### src/rtl/buffer_loader.sv
// Byte-stream to 64-bit word packer feeding the scratch buffer in word mode.
// Each command packs num_bytes little-endian bytes into words at incrementing addresses.
module buffer_loader #(
  parameter  int BuffDepth = 128,
  localparam int ByteAddrW = $clog2(BuffDepth),
  localparam int WordAddrW = $clog2(BuffDepth / 8)
) (
  input  logic                 clk,
  input  logic                 rst_n,
  input  logic                 start,
  input  logic [WordAddrW-1:0] base_addr,
  input  logic [ByteAddrW:0]   num_bytes,
  output logic                 busy,
  output logic                 done,
  input  logic                 s_valid,
  output logic                 s_ready,
  input  logic [7:0]           s_data,
  output logic                 buf_write_en,
  output logic                 buf_addr_mode,
  output logic [WordAddrW-1:0] buf_word_addr,
  output logic [63:0]          buf_word_in
);

  typedef enum logic [1:0] {IDLE, FILL, WRITE, DONE} state_t;

  localparam logic [ByteAddrW:0]   MaxBytes = (ByteAddrW + 1)'(BuffDepth);
  localparam logic [WordAddrW-1:0] TopWord  = WordAddrW'(BuffDepth / 8 - 1);

  state_t               state, next_state;
  logic [WordAddrW-1:0] addr_q;
  logic [ByteAddrW:0]   remaining;
  logic [2:0]           lane;
  logic [63:0]          pack;
  logic [WordAddrW-1:0] hold_addr;
  logic [63:0]          hold_word;
  logic [ByteAddrW:0]   clamped;
  logic                 hs;

  assign clamped = (num_bytes > MaxBytes) ? MaxBytes : num_bytes;
  assign hs      = (state == FILL) && s_valid;

  always_ff @(posedge clk or negedge rst_n) begin
    if (!rst_n) state <= IDLE;
    else        state <= next_state;
  end

  always_comb begin
    next_state = state;
    case (state)
      IDLE:  if (start) next_state = (clamped == '0) ? DONE : FILL;
      FILL:  if (hs && (lane == 3'd7 || remaining == (ByteAddrW + 1)'(1))) next_state = WRITE;
      WRITE: next_state = (remaining == '0) ? DONE : FILL;
      DONE:  next_state = IDLE;
      default: next_state = IDLE;
    endcase
  end

  // Datapath: command latch, byte lane packing, and post-write address/pack turnover.
  always_ff @(posedge clk or negedge rst_n) begin
    if (!rst_n) begin
      addr_q    <= '0;
      remaining <= '0;
      lane      <= '0;
      pack      <= '0;
      hold_addr <= '0;
      hold_word <= '0;
    end else begin
      case (state)
        IDLE: if (start) begin
          addr_q    <= base_addr;
          remaining <= clamped;
          lane      <= '0;
          pack      <= '0;
        end
        FILL: if (hs) begin
          pack[{lane, 3'b000} +: 8] <= s_data;
          lane      <= lane + 3'd1;
          remaining <= remaining - (ByteAddrW + 1)'(1);
        end
        WRITE: begin
          hold_addr <= addr_q;
          hold_word <= pack;
          addr_q    <= (addr_q == TopWord) ? '0 : addr_q + WordAddrW'(1);
          lane      <= '0;
          pack      <= '0;
        end
        default: ;
      endcase
    end
  end

  // Word address/data show the live values while writing and hold the last written pair otherwise.
  always_comb begin
    busy          = (state == FILL) || (state == WRITE);
    done          = (state == DONE);
    s_ready       = (state == FILL);
    buf_write_en  = (state == WRITE);
    buf_addr_mode = (state == WRITE);
    buf_word_addr = (state == WRITE) ? addr_q : hold_addr;
    buf_word_in   = (state == WRITE) ? pack   : hold_word;
  end

endmodule

### config.mk
export PLATFORM = sky130hd
export DESIGN_NAME = buffer_loader
export DESIGN_NICKNAME = d
export VERILOG_FILES = /design/src/rtl/buffer_loader.sv
export SDC_FILE = /design/constraint.sdc
export NUM_CORES = 1
export LEC_CHECK = 0
export BUFFER_PORTS_ARGS = -buffer_cell sky130_fd_sc_hd__buf_2
export CAP_MARGIN = 25
export CORE_UTILIZATION = 45
export DETAILED_ROUTE_END_ITERATION = 16
export PLACE_DENSITY = 0.65
export SYNTH_ARGS = -nofsm -noshare
export SYNTH_HDL_FRONTEND = slang
export SYNTH_SLANG_ARGS = --single-unit
export TNS_END_PERCENT = 100
### constraint.sdc
create_clock -name clk -period 3.8 [get_ports clk]
set_input_delay 0.19 -clock clk [delete_from_list [all_inputs] [get_ports clk]]
set_output_delay 0.19 -clock clk [all_outputs]
set_load 0.05 [all_outputs]
# After elaboration in Yosys (flattened, before gate mapping)
# Index checks and enable logic that the tools add are counted.
classes:
  addsub: 4
  n_lt_le_gt_ge: 1
  eq_ne: 9
  shifts: 2
  mux: 21
  reduce_logical: 14
ops:
  columns: ["operator", "n"]
  rows:
  - ["$mux W64", 3]
  - ["$pmux W64 S3", 1]
  - ["$bwmux W64", 1]
  - ["$shift A8 B8 Y64 const A", 1]
  - ["$shiftx A8 B8 Y64", 1]
  - ["$mux W8", 3]
  - ["$logic_not A8 Y1", 2]
  - ["$pmux W8 S2", 1]
  - ["$mux W4", 3]
  - ["$pmux W3 S3", 1]
  - ["$eq A8 B1 Y1 const B", 1]
  - ["$gt A8 B8 Y1 const B", 1]
  - ["$mux W2", 4]
  - ["$neg A6 Y8", 1]
  - ["$pmux W2 S4", 1]
  - ["$pmux W4 S2", 1]
  - ["$sub A8 B1 Y8 const B", 1]
  - ["$mux W3", 2]
  - ["$reduce_and A3 Y1", 2]
  - ["$add A4 B1 Y4 const B", 1]
  - ["$eq A2 B2 Y1 const B", 2]
  - ["$eq A4 B4 Y1 const B", 1]
  - ["$ne A2 B1 Y1 const B", 2]
  - ["$reduce_and A2 Y1", 2]
  - ["other kinds (9)", 12]
totals:
  register_bits: 149
  in_bits: 24
  output_inout_bits: 73
  elab_cells: 58

# Logic depth before layout (Yosys ltp)
logic_depth:
  word_depth: 6
  ltp_mapped: 10

# Worst setup path before layout
# Ideal clock, no wire load.
synth_timing:
  path_type: "register to register"
  startpoint: "reg state[0]"
  endpoint: "reg hold_addr[2]"
  arrival_ns: 2.498
  slack_ns: 1.053
  stages_incl_launch_ff: 6
  path_buffers: 2
  period_less_slack_ns: 2.747
  cell_sequence: "dfrtp_1 > inv_1 > ha_1 > clkbuf_1 > clkbuf_1 > o21ai_0"
synth_via:
  elab_chain_len: 2
synth_lines:
  columns: ["element", "line", "source"]
  rows:
  - ["start: declaration", "29", "state_t state, next_state;"]
  - ["start signal: assignment", "44", "else state <= next_state;"]
  - ["$eq A2 B2 Y1", null, null]
  - ["net buf_addr_mode", "19", "output logic buf_addr_mode,"]
  - ["$mux W4", null, null]
  - ["net buf_word_addr[2]", "20", "output logic [WordAddrW-1:0] buf_word_addr,"]
  - ["end signal: assignment", "81", "hold_addr <= addr_q;"]
  - ["end: declaration", "34", "logic [WordAddrW-1:0] hold_addr;"]
# The timed path passes the listed nets, and every way through them passes these cells.
# A chain may end at the register's enable or synchronous reset.

# Final worst setup path
layout_timing:
  startpoint: "reg lane[0]"
  endpoint: "reg pack[34]"
layout_via:
  elab_chain_len: 5
  word_cells_on_any_way: 6
  classes_between: "add/sub: 1; shift: 2; mux: 3"
layout_lines:
  columns: ["element", "line", "source"]
  rows:
  - ["start: declaration", "32", "logic [2:0] lane;"]
  - ["start signal: assignment", "77", "lane <= lane + 3'd1;"]
  - ["$neg A6 Y8 (*)", "76", "pack[{lane, 3'b000} +: 8] <= s_data;"]
  - ["$shiftx A8 B8 Y64 / $shift A8 B8 Y64 (equally long branches)", "76", null]
  - ["$bwmux W64 (*)", "76", null]
  - ["$mux W64 (*)", "75", "FILL: if (hs) begin"]
  - ["$pmux W64 S3 (*)", "68", "case (state)"]
  - ["end signal: indexed assignment", "76", null]
  - ["end: declaration", "33", "logic [63:0] pack;"]
# Mark *: on every way between the ends. The rest lies on a longest branch, timed or not. The select of a mux whose other input is x is not followed.

==> impl_metrics.env <==
export IMPL_synth_seq_cells=149
export IMPL_post_route_worst_setup_slack_ns=1.101
export IMPL_p_leak_nw=3.913
export IMPL_pins_over_slew_limit=0
export IMPL_timing_hold_worst_start="num_bytes[6]"
export IMPL_globalRouteOverflowTotal=0
export IMPL_first_iter_violations=264
export IMPL_ant_nets=0
export IMPL_first_global_vias=4491
export IMPL_avgRoutedWirePerCell_um=18.22
export IMPL_height_of_the_chip_um=123.4
export IMPL_timing_hold_violations_final=0
export IMPL_synth_cells=527
export IMPL_worst_endpoint_arrival_ns=3.00
export IMPL_worst_hold_path_type="in2reg"
export IMPL_design_portCount=97
export IMPL_fraction_of_layout_cells_with_a_size_suffix_above_1_pct=35.56
export IMPL_clockRootBuffer="sky130_fd_sc_hd__clkbuf_16"
export IMPL_cts_clk_slew_worst_paths_ns=0.06
export IMPL_p_per_area_mw_per_mm2=752.3
export IMPL_rsz0062_at_grt="false"
export IMPL_setup_reg_to_reg_worst_slack_ns=1.10
export IMPL_cts_inserted_buffers=17
export IMPL_globalplace_congestion=0.8430
export IMPL_design_core_area_mm2=0.01415
export IMPL_cpMaxStageDelayCell="sky130_fd_sc_hd__ha_1"
export IMPL_synth_area_leaders="sky130_fd_sc_hd__dfrtp_1, sky130_fd_sc_hd__mux2_2, sky130_fd_sc_hd__a22o_1"
export IMPL_grt_usage_pct=20.50
export IMPL_slew_at_the_pin_with_the_worst_max_slew_slack_ns=0.8015
export IMPL_num_rows=43
export IMPL_cp_cell_sequence="inv_1, ha_1, ha_1, or4b_1, a21oi_4, o21a_1, o21ai_0"
export IMPL_syn2layout_area_growth_pct=18.75
export IMPL_synth_fp_nets=567
export IMPL_critPathBufInv=1
export IMPL_postLayoutCoreUtil_pct=55.62
export IMPL_finalClockSkew_ns=0.01024
export IMPL_setup_violations_final=0
export IMPL_drv_cap=0
export IMPL_count_of_synthesis_stage_warnings_from_yosys=0
export IMPL_element_type_at_the_critical_path_start="flop"
export IMPL_clk_latency_ns=0.42
export IMPL_final_setup_tns_ns=0
export IMPL_cp_slowest_stage_delay_ns=0.55
export IMPL_slew_headroom_pct=46.56
export IMPL_grt_antenna_before_repair=0
export IMPL_path_delay_family="adder cells"
export IMPL_post_dp_cell_area_mm2=0.007222
export IMPL_yosysTopAreaCellShare_pct=56.26
export IMPL_synth_lib_cells_used_distinct=56
export IMPL_holdWs_ns=0.04309
export IMPL_setup_worst_path_class="reg2reg"
export IMPL_initial_core_util_pct=46.84
export IMPL_instances_no_fill=810
export IMPL_rr_startpoint="lane[0]"
export IMPL_maxClockFrequency_ghz=0.3705
export IMPL_floorplan_die_width_um=123.4
export IMPL_postSynth_asyncResetShare_pct=100.0
export IMPL_synth_seq_area_share_pct=56.26
export IMPL_grt_pass1_wl_um=23370
export IMPL_n_antenna_cell=0
export IMPL_ctsLongestPathBuffers=2
export IMPL_nets=657
export IMPL_drt_total_wl_um=14760
export IMPL_detailedPlace_worstSlack_ns=1.157
export IMPL_cp_common_cell="sky130_fd_sc_hd__ha_1"
export IMPL_finish_instance_area_mm2=0.007870
export IMPL_max_vdd_ir_drop_mv=0.3639
export IMPL_post_route_period_util_pct=71.03
export IMPL_synthesis_area_per_instance_um2=12.58
export IMPL_number_of_enable_flip_flop_cells_after_synthesis=0
export IMPL_drt_pass1_iter_count=5
export IMPL_run_status="completed"
export IMPL_portBuffers=96
export IMPL_critPathRequiredTime_ns=4.10
export IMPL_worst_path_max_fanout=12
export IMPL_ys_dominant_reg_cell="sky130_fd_sc_hd__dfrtp_1"
export IMPL_crit_start="lane[0]"
export IMPL_dp_hpwl_um=10010
export IMPL_avgViaCountPerCell=5.604
export IMPL_maximum_number_of_pins_on_one_net_before_global_route_repair=90
export IMPL_routed_via_count=4539
export IMPL_tritoncts="built"
export IMPL_synth_top_cell_by_area="sky130_fd_sc_hd__dfrtp_1"
export IMPL_drc_errors=0
export IMPL_cts_sinks=149
export IMPL_cts_max_level=4
export IMPL_design_die_area_mm2=0.01522
export IMPL_number_of_placed_cells_counting_well_taps=776
export IMPL_total_power_mw=5.920
export IMPL_netlist_area_mm2=0.006628
export IMPL_critPathCaptureType="flop"
export IMPL_layout_min_cycle_time_ns=2.699
==> registers in the layout, summed over array words and instances, names as in the netlist <==
name       cells
hold_word     64
pack          64
remaining      8
addr_q         4
hold_addr      4
lane           3
state          2
==> synthesized netlist by cell type, types with 7 or more instances <==
library cell,instances
sky130_fd_sc_hd__inv_1,14
sky130_fd_sc_hd__dfrtp_1,149
sky130_fd_sc_hd__o21ai_0,23
sky130_fd_sc_hd__o2bb2ai_1,12
sky130_fd_sc_hd__nand4_1,11
sky130_fd_sc_hd__nor2_1,11
sky130_fd_sc_hd__nand3_1,20
sky130_fd_sc_hd__clkbuf_1,16
sky130_fd_sc_hd__a21oi_1,8
sky130_fd_sc_hd__nand2_1,38
sky130_fd_sc_hd__a22o_1,38
sky130_fd_sc_hd__nor3_4,7
sky130_fd_sc_hd__ha_1,16
sky130_fd_sc_hd__nand2b_1,7
sky130_fd_sc_hd__mux2_2,68
==> per-layer routing <==
| layer | up-vias | track usage [%] | share of wire, % |
|---|---|---|---|
| li1 | 2125 | - | - |
| met1 | 2280 | 27.29 | 47 |
| met2 | 111 | 32.54 | 47 |
| met3 | 23 | 5.166 | 4.0 |
| met4 | 0 | 7.154 | 1.8 |
| met5 | - | 0 | 0 |
==> report_power, final <==
| part | switching, mW | leakage [nW] | internal [mW] |
|---|---|---|---|
| logic | 1.57 | 1.58 | 0.698 |
| clock network | 0.650 | 0.292 | 1.07 |
| registers | 0.178 | 2.04 | 1.76 |
==> layout by cell type (no fill, tap or decap), types with 3 or more instances in the layout <==
| cell type | Yosys | layout |
|---|---|---|
| sky130_fd_sc_hd__a21o_1 | 3 | 3 |
| sky130_fd_sc_hd__a21oi_1 | 8 | 8 |
| sky130_fd_sc_hd__a22o_1 | 38 | 38 |
| sky130_fd_sc_hd__a22oi_1 | 3 | 3 |
| sky130_fd_sc_hd__a32o_1 | 3 | 3 |
| sky130_fd_sc_hd__and3_1 | 3 | 3 |
| sky130_fd_sc_hd__buf_2 | 3 | 95 |
| sky130_fd_sc_hd__buf_4 | 2 | 4 |
| sky130_fd_sc_hd__bufinv_16 | 0 | 3 |
| sky130_fd_sc_hd__clkbuf_16 | 0 | 17 |
| sky130_fd_sc_hd__clkinv_2 | 0 | 3 |
| sky130_fd_sc_hd__clkinv_4 | 0 | 3 |
| sky130_fd_sc_hd__clkinvlp_4 | 0 | 3 |
| sky130_fd_sc_hd__dfrtp_1 | 149 | 149 |
| sky130_fd_sc_hd__ha_1 | 16 | 15 |
| sky130_fd_sc_hd__inv_1 | 14 | 14 |
| sky130_fd_sc_hd__mux2_2 | 68 | 68 |
| sky130_fd_sc_hd__mux2i_1 | 4 | 4 |
| sky130_fd_sc_hd__nand2_1 | 38 | 38 |
| sky130_fd_sc_hd__nand2b_1 | 7 | 7 |
| sky130_fd_sc_hd__nand3_1 | 20 | 20 |
| sky130_fd_sc_hd__nand4_1 | 11 | 11 |
| sky130_fd_sc_hd__nor2_1 | 11 | 11 |
| sky130_fd_sc_hd__nor3_1 | 4 | 3 |
| sky130_fd_sc_hd__nor3_4 | 7 | 7 |
| sky130_fd_sc_hd__nor3b_1 | 5 | 5 |
| sky130_fd_sc_hd__nor4_1 | 5 | 5 |
| sky130_fd_sc_hd__o21ai_0 | 23 | 23 |
| sky130_fd_sc_hd__o21ai_2 | 3 | 3 |
| sky130_fd_sc_hd__o221ai_1 | 3 | 3 |
| sky130_fd_sc_hd__o22ai_1 | 4 | 4 |
| sky130_fd_sc_hd__o2bb2ai_1 | 12 | 12 |
| sky130_fd_sc_hd__or3_4 | 3 | 3 |
==> path summary, 6_finish.rpt <==
kind,end,depth (start not counted)
max,pack[34],7
min,remaining[6],3
max reg2reg,pack[34],7
min reg2reg,hold_word[11],1
max in group asynchronous,pack[22],3
min in group asynchronous,hold_addr[3],2
==> worst min-delay path, cell delays in order <==
cell	delay (ns)
sky130_fd_sc_hd__buf_2	0.09
sky130_fd_sc_hd__a22oi_1	0.06
sky130_fd_sc_hd__o21ai_0	0.07
==> logic make-up (layout without fill, tap and decap cells) <==
logic type	after synthesis	in the layout	share of synthesized area (%)
and+or+nand+nor	127	127	11.82
buffers and inverters	46	149	3.341
DFF	149	149	56.26
adders and majority gates	16	16	3.021
AOI/OAI and AO/OA	117	117	13.40
muxes	72	72	12.16
==> area by class of cell <==
class | count | area, um^2
Fill cell | 1169 | 6280
Tap cell | 180 | 225.2
Multi-Input combinational cell | 332 | 2695
Timing Repair Buffer | 102 | 554.3
Inverter | 15 | 56.30
Sequential cell | 149 | 3729
Clock inverter | 12 | 153.9
Clock buffer | 20 | 456.7
==> timing repair <==
action / in CTS / in global routing
endpoints found under the hold margin: 87 / 0
gates resized for setup: 0 / 0
setup buffers: 0 / 0
hold buffers: 1 / 0
(Power assumes the default switching activity.)
